[config.mk]
export PLATFORM = sky130hd
export DESIGN_NAME = bch73_lfsr_encoder_flat
export DESIGN_NICKNAME = d
export VERILOG_FILES = /design/src/rtl/bch73_lfsr_encoder_if.sv /design/src/rtl/bch73_lfsr_encoder.sv /design/src/flat_wrapper.sv
export SDC_FILE = /design/constraint.sdc
export NUM_CORES = 1
export LEC_CHECK = 0
export CAP_MARGIN = 20
export CORE_AREA = 2 2 171 173
export CTS_BUF_LIST = sky130_fd_sc_hd__clkbuf_16
export DETAILED_ROUTE_END_ITERATION = 6
export DIE_AREA = 0 0 173 175
export PLACE_DENSITY_LB_ADDON = 0.15
export SLEW_MARGIN = 10
export SYNTH_ARGS = -nofsm -noshare
export SYNTH_HDL_FRONTEND = slang
export SYNTH_SLANG_ARGS = --single-unit
[constraint.sdc]
create_clock -name clk -period 13.1 [get_ports clk]
set_input_delay 3.93 -clock clk [delete_from_list [all_inputs] [get_ports clk]]
set_output_delay 3.93 -clock clk [all_outputs]
set_load 0.01 [all_outputs]
[src/rtl/bch73_lfsr_encoder_if.sv]
// Message-in / codeword-out handshake bundle for bch73_lfsr_encoder.
// Both channels are valid/ready: a transfer happens on a rising clk edge where valid and ready are both high; valid never waits for ready and payload holds until the transfer.
interface bch73_lfsr_encoder_if #(
  parameter int MSG_W = 37,
  parameter int PAR_W = 36
);
  logic                   in_valid;
  logic                   in_ready;
  logic [MSG_W-1:0]       msg_in;
  logic                   out_valid;
  logic                   out_ready;
  logic [MSG_W+PAR_W-1:0] codeword_out;

  modport master (
    output in_valid, msg_in, out_ready,
    input  in_ready, out_valid, codeword_out
  );

  modport slave (
    input  in_valid, msg_in, out_ready,
    output in_ready, out_valid, codeword_out
  );
endinterface

[src/rtl/bch73_lfsr_encoder.sv]
// Systematic bit-serial (73,37) cyclic encoder: one message bit per clock into a parity LFSR, codeword {msg, parity}.
// Optional macro ERR_INJ_EN adds inj_en/inj_pos_a/inj_pos_b to flip up to two codeword bits for decoder testing.
module bch73_lfsr_encoder #(
  parameter int               MSG_W    = 37,
  parameter int               PAR_W    = 36,
  parameter logic [PAR_W-1:0] GEN_POLY = 36'h5D37FD975,
  parameter int               CNT_W    = 6
) (
  input  logic                       clk,
  input  logic                       rst,
  bch73_lfsr_encoder_if.slave        bus,
`ifdef ERR_INJ_EN
  input  logic                       inj_en,
  input  logic [6:0]                 inj_pos_a,
  input  logic [6:0]                 inj_pos_b,
`endif
  output logic                       busy,
  output logic [1:0]                 state_dbg
);

  localparam int CW_W = MSG_W + PAR_W;

  typedef enum logic [1:0] {
    S_IDLE  = 2'd0,
    S_SHIFT = 2'd1,
    S_DONE  = 2'd2
  } state_t;

  state_t              state_q;
  state_t              state_d;
  logic [MSG_W-1:0]    msg_q;
  logic [PAR_W-1:0]    rem_q;
  logic [PAR_W-1:0]    rem_next;
  logic [CNT_W-1:0]    cnt_q;
  logic [CNT_W-1:0]    bit_idx;
  logic [CW_W-1:0]     cw_q;
  logic [CW_W-1:0]     inj_mask;
  logic                msg_bit;
  logic                fb;
  logic                last_bit;
  logic                accept;
  logic                in_ready_c;
  logic                out_valid_c;
  logic                busy_c;

  // ---------------- FSM: state register ----------------
  always_ff @(posedge clk or posedge rst) begin
    if (rst) state_q <= S_IDLE;
    else     state_q <= state_d;
  end

  // ---------------- FSM: next-state logic ----------------
  always_comb begin
    state_d = state_q;
    unique case (state_q)
      S_IDLE:  if (bus.in_valid)  state_d = S_SHIFT;
      S_SHIFT: if (last_bit)      state_d = S_DONE;
      S_DONE:  if (bus.out_ready) state_d = S_IDLE;
      default:                    state_d = S_IDLE;
    endcase
  end

  // ---------------- FSM: outputs ----------------
  always_comb begin
    in_ready_c  = 1'b0;
    out_valid_c = 1'b0;
    busy_c      = 1'b0;
    unique case (state_q)
      S_IDLE:  in_ready_c  = 1'b1;
      S_SHIFT: busy_c      = 1'b1;
      S_DONE: begin
        out_valid_c = 1'b1;
        busy_c      = 1'b1;
      end
      default: in_ready_c  = 1'b0;
    endcase
  end

  assign bus.in_ready     = in_ready_c;
  assign bus.out_valid    = out_valid_c;
  assign bus.codeword_out = cw_q;
  assign busy             = busy_c;
  assign state_dbg        = state_q;

  assign accept   = bus.in_valid && in_ready_c;
  assign last_bit = (state_q == S_SHIFT) && (cnt_q == CNT_W'(MSG_W - 1));

  // Message is consumed MSB first; the counter only reaches MSG_W-1, so the index never underflows.
  assign bit_idx  = CNT_W'(MSG_W - 1) - cnt_q;
  assign msg_bit  = msg_q[bit_idx];
  assign fb       = msg_bit ^ rem_q[PAR_W-1];
  assign rem_next = {rem_q[PAR_W-2:0], 1'b0} ^ (fb ? GEN_POLY : '0);

`ifdef ERR_INJ_EN
  logic       inj_en_q;
  logic [6:0] inj_pos_a_q;
  logic [6:0] inj_pos_b_q;

  always_ff @(posedge clk or posedge rst) begin
    if (rst) begin
      inj_en_q    <= 1'b0;
      inj_pos_a_q <= '0;
      inj_pos_b_q <= '0;
    end else if (accept) begin
      inj_en_q    <= inj_en;
      inj_pos_a_q <= inj_pos_a;
      inj_pos_b_q <= inj_pos_b;
    end
  end

  // XOR of the two one-hot hits: equal positions cancel, positions >= CW_W never match.
  always_comb begin
    inj_mask = '0;
    for (int i = 0; i < CW_W; i++) begin
      inj_mask[i] = inj_en_q && ((inj_pos_a_q == 7'(i)) ^ (inj_pos_b_q == 7'(i)));
    end
  end
`else
  assign inj_mask = '0;
`endif

  // ---------------- datapath ----------------
  always_ff @(posedge clk or posedge rst) begin
    if (rst) begin
      msg_q <= '0;
      rem_q <= '0;
      cnt_q <= '0;
      cw_q  <= '0;
    end else if (accept) begin
      msg_q <= bus.msg_in;
      rem_q <= '0;
      cnt_q <= '0;
    end else if (state_q == S_SHIFT) begin
      rem_q <= rem_next;
      cnt_q <= cnt_q + CNT_W'(1);
      // Codeword is captured with the final remainder so it is stable for the whole DONE phase.
      if (last_bit) cw_q <= {msg_q, rem_next} ^ inj_mask;
    end
  end

endmodule
[src/flat_wrapper.sv]
// flat-port wrapper written by rule: the top's interface ports become plain ports
module bch73_lfsr_encoder_flat 
#(
  parameter int               MSG_W    = 37,
  parameter int               PAR_W    = 36,
  parameter logic [PAR_W-1:0] GEN_POLY = 36'h5D37FD975,
  parameter int               CNT_W    = 6
)
  (clk, rst, busy, state_dbg, bus_in_valid, bus_msg_in, bus_out_ready, bus_in_ready, bus_out_valid, bus_codeword_out);
  bch73_lfsr_encoder_if #(.MSG_W(MSG_W), .PAR_W(PAR_W)) bus_i ();
  input  logic clk;
  input  logic rst;
  output logic busy;
  output logic [1:0] state_dbg;
  input wire logic [$bits(bus_i.in_valid)-1:0] bus_in_valid;
  input wire logic [$bits(bus_i.msg_in)-1:0] bus_msg_in;
  input wire logic [$bits(bus_i.out_ready)-1:0] bus_out_ready;
  output wire logic [$bits(bus_i.in_ready)-1:0] bus_in_ready;
  output wire logic [$bits(bus_i.out_valid)-1:0] bus_out_valid;
  output wire logic [$bits(bus_i.codeword_out)-1:0] bus_codeword_out;
  assign bus_i.in_valid = bus_in_valid;
  assign bus_i.msg_in = bus_msg_in;
  assign bus_i.out_ready = bus_out_ready;
  assign bus_in_ready = bus_i.in_ready;
  assign bus_out_valid = bus_i.out_valid;
  assign bus_codeword_out = bus_i.codeword_out;
  bch73_lfsr_encoder #(.MSG_W(MSG_W), .PAR_W(PAR_W), .GEN_POLY(GEN_POLY), .CNT_W(CNT_W)) u_core (.clk(clk), .rst(rst), .bus(bus_i), .busy(busy), .state_dbg(state_dbg));
endmodule
==> flow_summary.toml, run 1 <==
[hold_path]
hold_depth = 2
hold_path.class = "flop to flop"
holdPathEnd = "u_core.bus.codeword_out[16]"
hp-start = "u_core.bus.codeword_out[16]"

[logic_synthesis]
synth.avg_cell_area_um2 = 11.8
synthTopCellsByCount = "dfrtp_1 (154), nand2_1 (142), mux2_2 (51)"
ys_seq_area_share_pct = 54.9
synth.largest_area_cell = "dfrtp_1"
yosys.area.top_type_share_pct = 54.9
syn-cell-area_um2 = 7020
synth_cells = 593
synth-seq-cells = 154
synth_cell_types = 45
ys_async_sr_fraction_pct = 100
synthFlopType = "dfrtp_1"
synth_area_leaders = "dfrtp_1 (55%), mux2_2 (8.2%), nand2_1 (7.6%)"
syn_nets = 640
yosys.cell_count.top_type = "dfrtp_1"
synth-edff-count = 0
ys_warn_count = 0

[worst_setup_path]
critical_path_class = "flop to output pin"
r2r-end = "u_core.rem_q[25]"
crit_start = "u_core.state_dbg[1]"
cp-start-kind = "flop"
crit_chain = "inv_1 -> ha_1 -> clkdlybuf4s50_1"
crit_fanout = 4
required_ps = 9170
cp_slowest_stage_delay_ps = 560
ff2ff_setup_slack_ps = 8800
cp_slowest_cell = "clkdlybuf4s50_1"
end_kind = "output pin"
crit_arrival_ps = 1750
reg2reg_from = "u_core.cnt_q[0]"
r2r_cells = 8

[timing]
skew_ps = 16.3
min_period_ps = 5680
fmax_mhz = 176
tightest_slew_ps = 952
finalSetupTns_ps = 0
hold_viol = 0
relSlewSlack_pct = 36.5
slew_violations = 0
rsz0062_at_grt = "false"
period_share_pct = 43.4
setup_viol = 0

[clock_network]
clk_pin_slew_ps = 70
clockRootBuffer = "clkbuf_16"
ctsResizeCount = 0
h-tree-depth = 4
cts_buffers = 17
cts_tree = "yes"
clock_latency_ps = 430
post_cts_buffers = 0
cts_sinks = 154
ctsHoldBuffers = 0
cts_max_path_buffers = 2

[global_route]
use_met2_pct = 19.4
antenna_found_initial = 0
grt_pass1_vias = 4964
grt_max_degree = 98
track_usage_pct = 11.6
grt-busiest-layer = "met2"
grt.overflow.total = 0
met1_usage_pct = 14.8
use_met3_pct = 2.89
grt_pass1_wl_mm = 27.7

[power_and_ir_drop]
ir_drop_uv = 87.4
powerDensity_nw_per_um2 = 223
finalPower_w = 0.00202
cellLeakagePower_nw = 4.32

[detailed_routing]
ant_nets = 0
drc = 0
drt_iter0_drc = 211
routed_wl_mm = 17.0
viasPerCell = 4.20
drt-wirelength-per-cell_um = 15.5
first_pass_iters = 5
num_vias = 4585

[final_layout]
syn_to_final_growth_pct = 29.2
fin_nets = 742
drive_gt1_share_pct = 15.3
num_antenna_cells = 0
post-route-util_pct = 32.0
fillers = 2939

[floorplanning]
die_h_um = 175
design.portCount = 119
start_util_pct = 24.7
fp.coreArea_um2 = 28400
row_count = 62
die_w_um = 173
design.die.area_um2 = 30300

[placed_design]
port-buffer-count = 118
hpwlAfterDp_mm = 10.5
gp_congestion = 0.741

[flow_run]
maxCapViolCount = 0

[outcome]
status = "completed"
==> logic make-up (layout without fill, tap and decap cells) <==
| kind of cell | count (synthesis) | count (layout) | synth area share [%] |
|---|---|---|---|
| multiplexers | 77 | 77 | 13.4 |
| AND/OR/NAND/NOR | 184 | 184 | 10.7 |
| flip-flops | 154 | 154 | 54.9 |
| XOR/XNOR | 30 | 30 | 8.52 |
| AO/OA/AOI/OAI | 93 | 93 | 7.68 |
| buffers and inverters | 49 | 164 | 3.76 |
| adder cells (fa/ha/maj) | 6 | 6 | 1.07 |
==> registers in the layout, indices dropped and copies added, names as in the netlist <==
signal	cells
u_core.cnt_q	6
u_core.state_dbg	2
u_core.bus.codeword_out	73
u_core.msg_q	37
u_core.rem_q	36
==> how the worst max path moves through the flow <==
stage                                  endpoint  slack (ps)  depth (start not counted)
finish                             bus_in_ready        7420                          3
detailed placement  u_core.bus.codeword_out[36]        7120                          3
floorplan            u_core.bus.codeword_out[0]        5020                          1
CTS                                        busy        7390                          3
global route                       bus_in_ready        7350                          3
global placement    u_core.bus.codeword_out[69]        7210                          3
==> layer usage <==
layer  wire (um)  share of wire, %
met2        8170                48
met5           0                 0
met4         242               1.4
met1        7930                47
met3         628               3.7
==> critical path: cells and delay by family (launching register included) <==
family     cells  cell delay, ps
fa+ha+maj      1             230
flops          1             420
buf+inv        2             690
==> layout make-up <==
type	count	area, um2	area share (%)
Clock buffer	17	425	4.69
Clock inverter	15	140	1.54
Inverter	8	36.3	0.400
Multi-Input combinational cell	390	2910	32.1
Sequential cell	154	3850	42.5
Tap cell	384	480	5.29
Timing Repair Buffer	124	1230	13.5
==> stage by stage <==
step	setup WS (ps)	instance area, um2	hold slack (ps)	instances
floorplan	5020	7020	453	593
global placement	7210	8510	473	1060
detailed placement	7120	8510	478	1060
CTS	7390	9070	494	1092
global route	7350	9070	512	1092
finish	7420	9070	484	1092
==> layout by cell type (no fill, tap or decap), types with 2 or more instances in the layout <==
cell,instances
dfrtp_1,154
nand2_1,141
clkdlybuf4s50_1,118
mux2_2,51
o21ai_0,28
a21oi_1,28
o21ai_1,26
xnor3_1,23
nor2_1,20
mux2i_1,18
clkbuf_16,17
inv_1,6
mux4_2,6
inv_6,6
buf_4,6
ha_1,5
xor2_1,4
clkinvlp_4,4
nand3_1,3
or3_1,3
nor3b_1,3
nor2b_1,3
nand4_1,3
nor3_1,2
a211o_1,2
nand2b_1,2
xnor2_1,2
clkinv_1,2
clkinv_4,2
==> report_power, final <==
part / switching (W) / leakage [nW] / internal, W / total, W
sequential: 0.000103 / 2.05 / 0.000596 / 0.000699
combinational: 0.000421 / 2.01 / 0.000419 / 0.000841
clock: 0.000215 / 0.264 / 0.000265 / 0.000480
total: 0.000740 / 4.32 / 0.00128 / 0.00202
Power figures use the tool's default switching activity.
==> run 2: changes to the inputs <==
Clock period 13.1 ns to 5.5 ns, I/O delays scaled along.
==> run 2 against run 1 <==
Combinational power increased by 140%; sequential power increased by 130%; clock skew decreased by 5.1 ps; clock-buffer cell count unchanged; sequential cell count unchanged; critical path depth increased by 5; total power increased by 140%; wire length decreased by 0.54%; cell count increased by 0.27%; utilization increased by 0.16 points; cell area increased by 0.51%.
==> flow_summary.toml, run 2 (synthesis gave the netlist of run 1 again) <==
[worst_setup_path]
reg2reg_from = "u_core.cnt_q[1]"
crit_fanout = 25
ff2ff_setup_slack_ps = 1870
r2r_cells = 8
required_ps = 5840
critical_path.top_delay_family = "compound AO/OA/AOI/OAI gates"
r2r-end = "u_core.bus.codeword_out[34]"
cp_slowest_cell = "mux4_4"
crit_start = "u_core.cnt_q[1]"
critical_path_class = "flop to flop"
cp_slowest_stage_delay_ps = 730
cp-start-kind = "flop"
critPathBufInv = 2
crit_arrival_ps = 3970
end_kind = "flop"
crit_chain = "inv_1 -> ha_1 -> mux4_4 -> a211o_1 -> a311oi_4 -> buf_4 -> xnor3_1 -> o21ai_1"

[clock_network]
cts_sinks = 154
ctsResizeCount = 0
ctsHoldBuffers = 0
cts_tree = "yes"
clockRootBuffer = "clkbuf_16"
clock_latency_ps = 420
h-tree-depth = 4
cts_max_path_buffers = 2
post_cts_buffers = 0
clk_pin_slew_ps = 60
cts_buffers = 17

[power_and_ir_drop]
ir_drop_uv = 184
finalPower_w = 0.00482
cellLeakagePower_nw = 4.35
powerDensity_nw_per_um2 = 529

[final_layout]
final_area_um2 = 9120
fillers = 2922
fin_nets = 745
num_antenna_cells = 0
largest_reg_flops = 73
final_common_cell = "dfrtp_1"
stdcell_count = 1095
drive_gt1_share_pct = 15.9
mostFrequentLayoutCells = "dfrtp_1 (154), nand2_1 (141), clkdlybuf4s50_1 (118), mux2_2 (51)"
syn_to_final_growth_pct = 29.9

[floorplanning]
row_count = 62
fp.coreArea_um2 = 28400
die_w_um = 173
start_util_pct = 24.7
die_h_um = 175
design.die.area_um2 = 30300
design.portCount = 119

[global_route]
antenna_found_initial = 0
grt_pass1_wl_mm = 27.8
grt_max_degree = 78
use_met3_pct = 3.26
grt_pass1_vias = 5090
grt-busiest-layer = "met2"
grt.overflow.total = 0
met1_usage_pct = 14.5
use_met2_pct = 19.6
track_usage_pct = 11.6

[placed_design]
port-buffer-count = 118
hpwlAfterDp_mm = 10.8
dp.cells = 1063
gp_congestion = 0.742
placed_area_um2 = 8560

[detailed_routing]
ant_nets = 0
drt-wirelength-per-cell_um = 15.4
viasPerCell = 4.28
first_pass_iters = 5
drc = 0
drt_iter0_drc = 204
num_vias = 4684
routed_wl_mm = 16.9

[timing]
tightest_slew_ps = 1040
setup_viol = 0
slew_violations = 0
min_period_ps = 3630
finalHoldWorstSlack_ps = 486
hold_viol = 0
finalSetupTns_ps = 0
rsz0062_at_grt = "false"
period_share_pct = 66.0
skew_ps = 11.2
relSlewSlack_pct = 30.5
fmax_mhz = 275

[flow_run]
maxCapViolCount = 0

[hold_path]
hp-start = "u_core.bus.codeword_out[11]"
hold_depth = 2
hold_path.class = "flop to flop"
holdPathEnd = "u_core.bus.codeword_out[11]"

[outcome]
status = "completed"
## run 2: cell type report
cell class                 count  area [um2]  area share [%]
tap                          384         480            5.27
clock buffer                  17         425            4.66
clock inverter                15         140            1.54
sequential                   154        3850            42.2
multi-input combinational    390        2910            31.9
timing repair buffer         127        1270            14.0
inverter                       8        35.0           0.384
## run 2: worst min-delay path, stage by stage (launching register included)
cell,delay (ps)
dfrtp_1,340
nand2_1,50
o21ai_1,60
## run 2: per-layer routing
metal	share of wire, %	wire length (um)
met1	46	7740
met5	0	0
met2	49	8260
met3	4.0	681
met4	1.3	213
## run 2: worst max-delay path by stage
stage                     depth (start not counted)                     endpoint
after global placement                            8             u_core.rem_q[34]
after global routing                              8             u_core.rem_q[18]
final                                             8  u_core.bus.codeword_out[34]
after detailed placement                          8  u_core.bus.codeword_out[34]
after CTS                                         8  u_core.bus.codeword_out[34]
after floorplan                                   1   u_core.bus.codeword_out[0]
## run 2: metrics by stage
| stage | worst slack, ps | util [%] |
|---|---|---|
| 2_1_floorplan | 1910 | - |
| 3_3_place_gp | 1830 | 30.1 |
| 3_5_place_dp | 1800 | 30.1 |
| 4_1_cts | 1770 | 32.1 |
| 5_1_grt | 1660 | 32.1 |
| 6_report | 1870 | 32.1 |
## run 2: power breakdown
group | switching [W] | internal [W]
Combinational | 0.00103 | 0.00101
Clock | 0.000516 | 0.000631
Sequential | 0.000221 | 0.00142
Total | 0.00177 | 0.00306
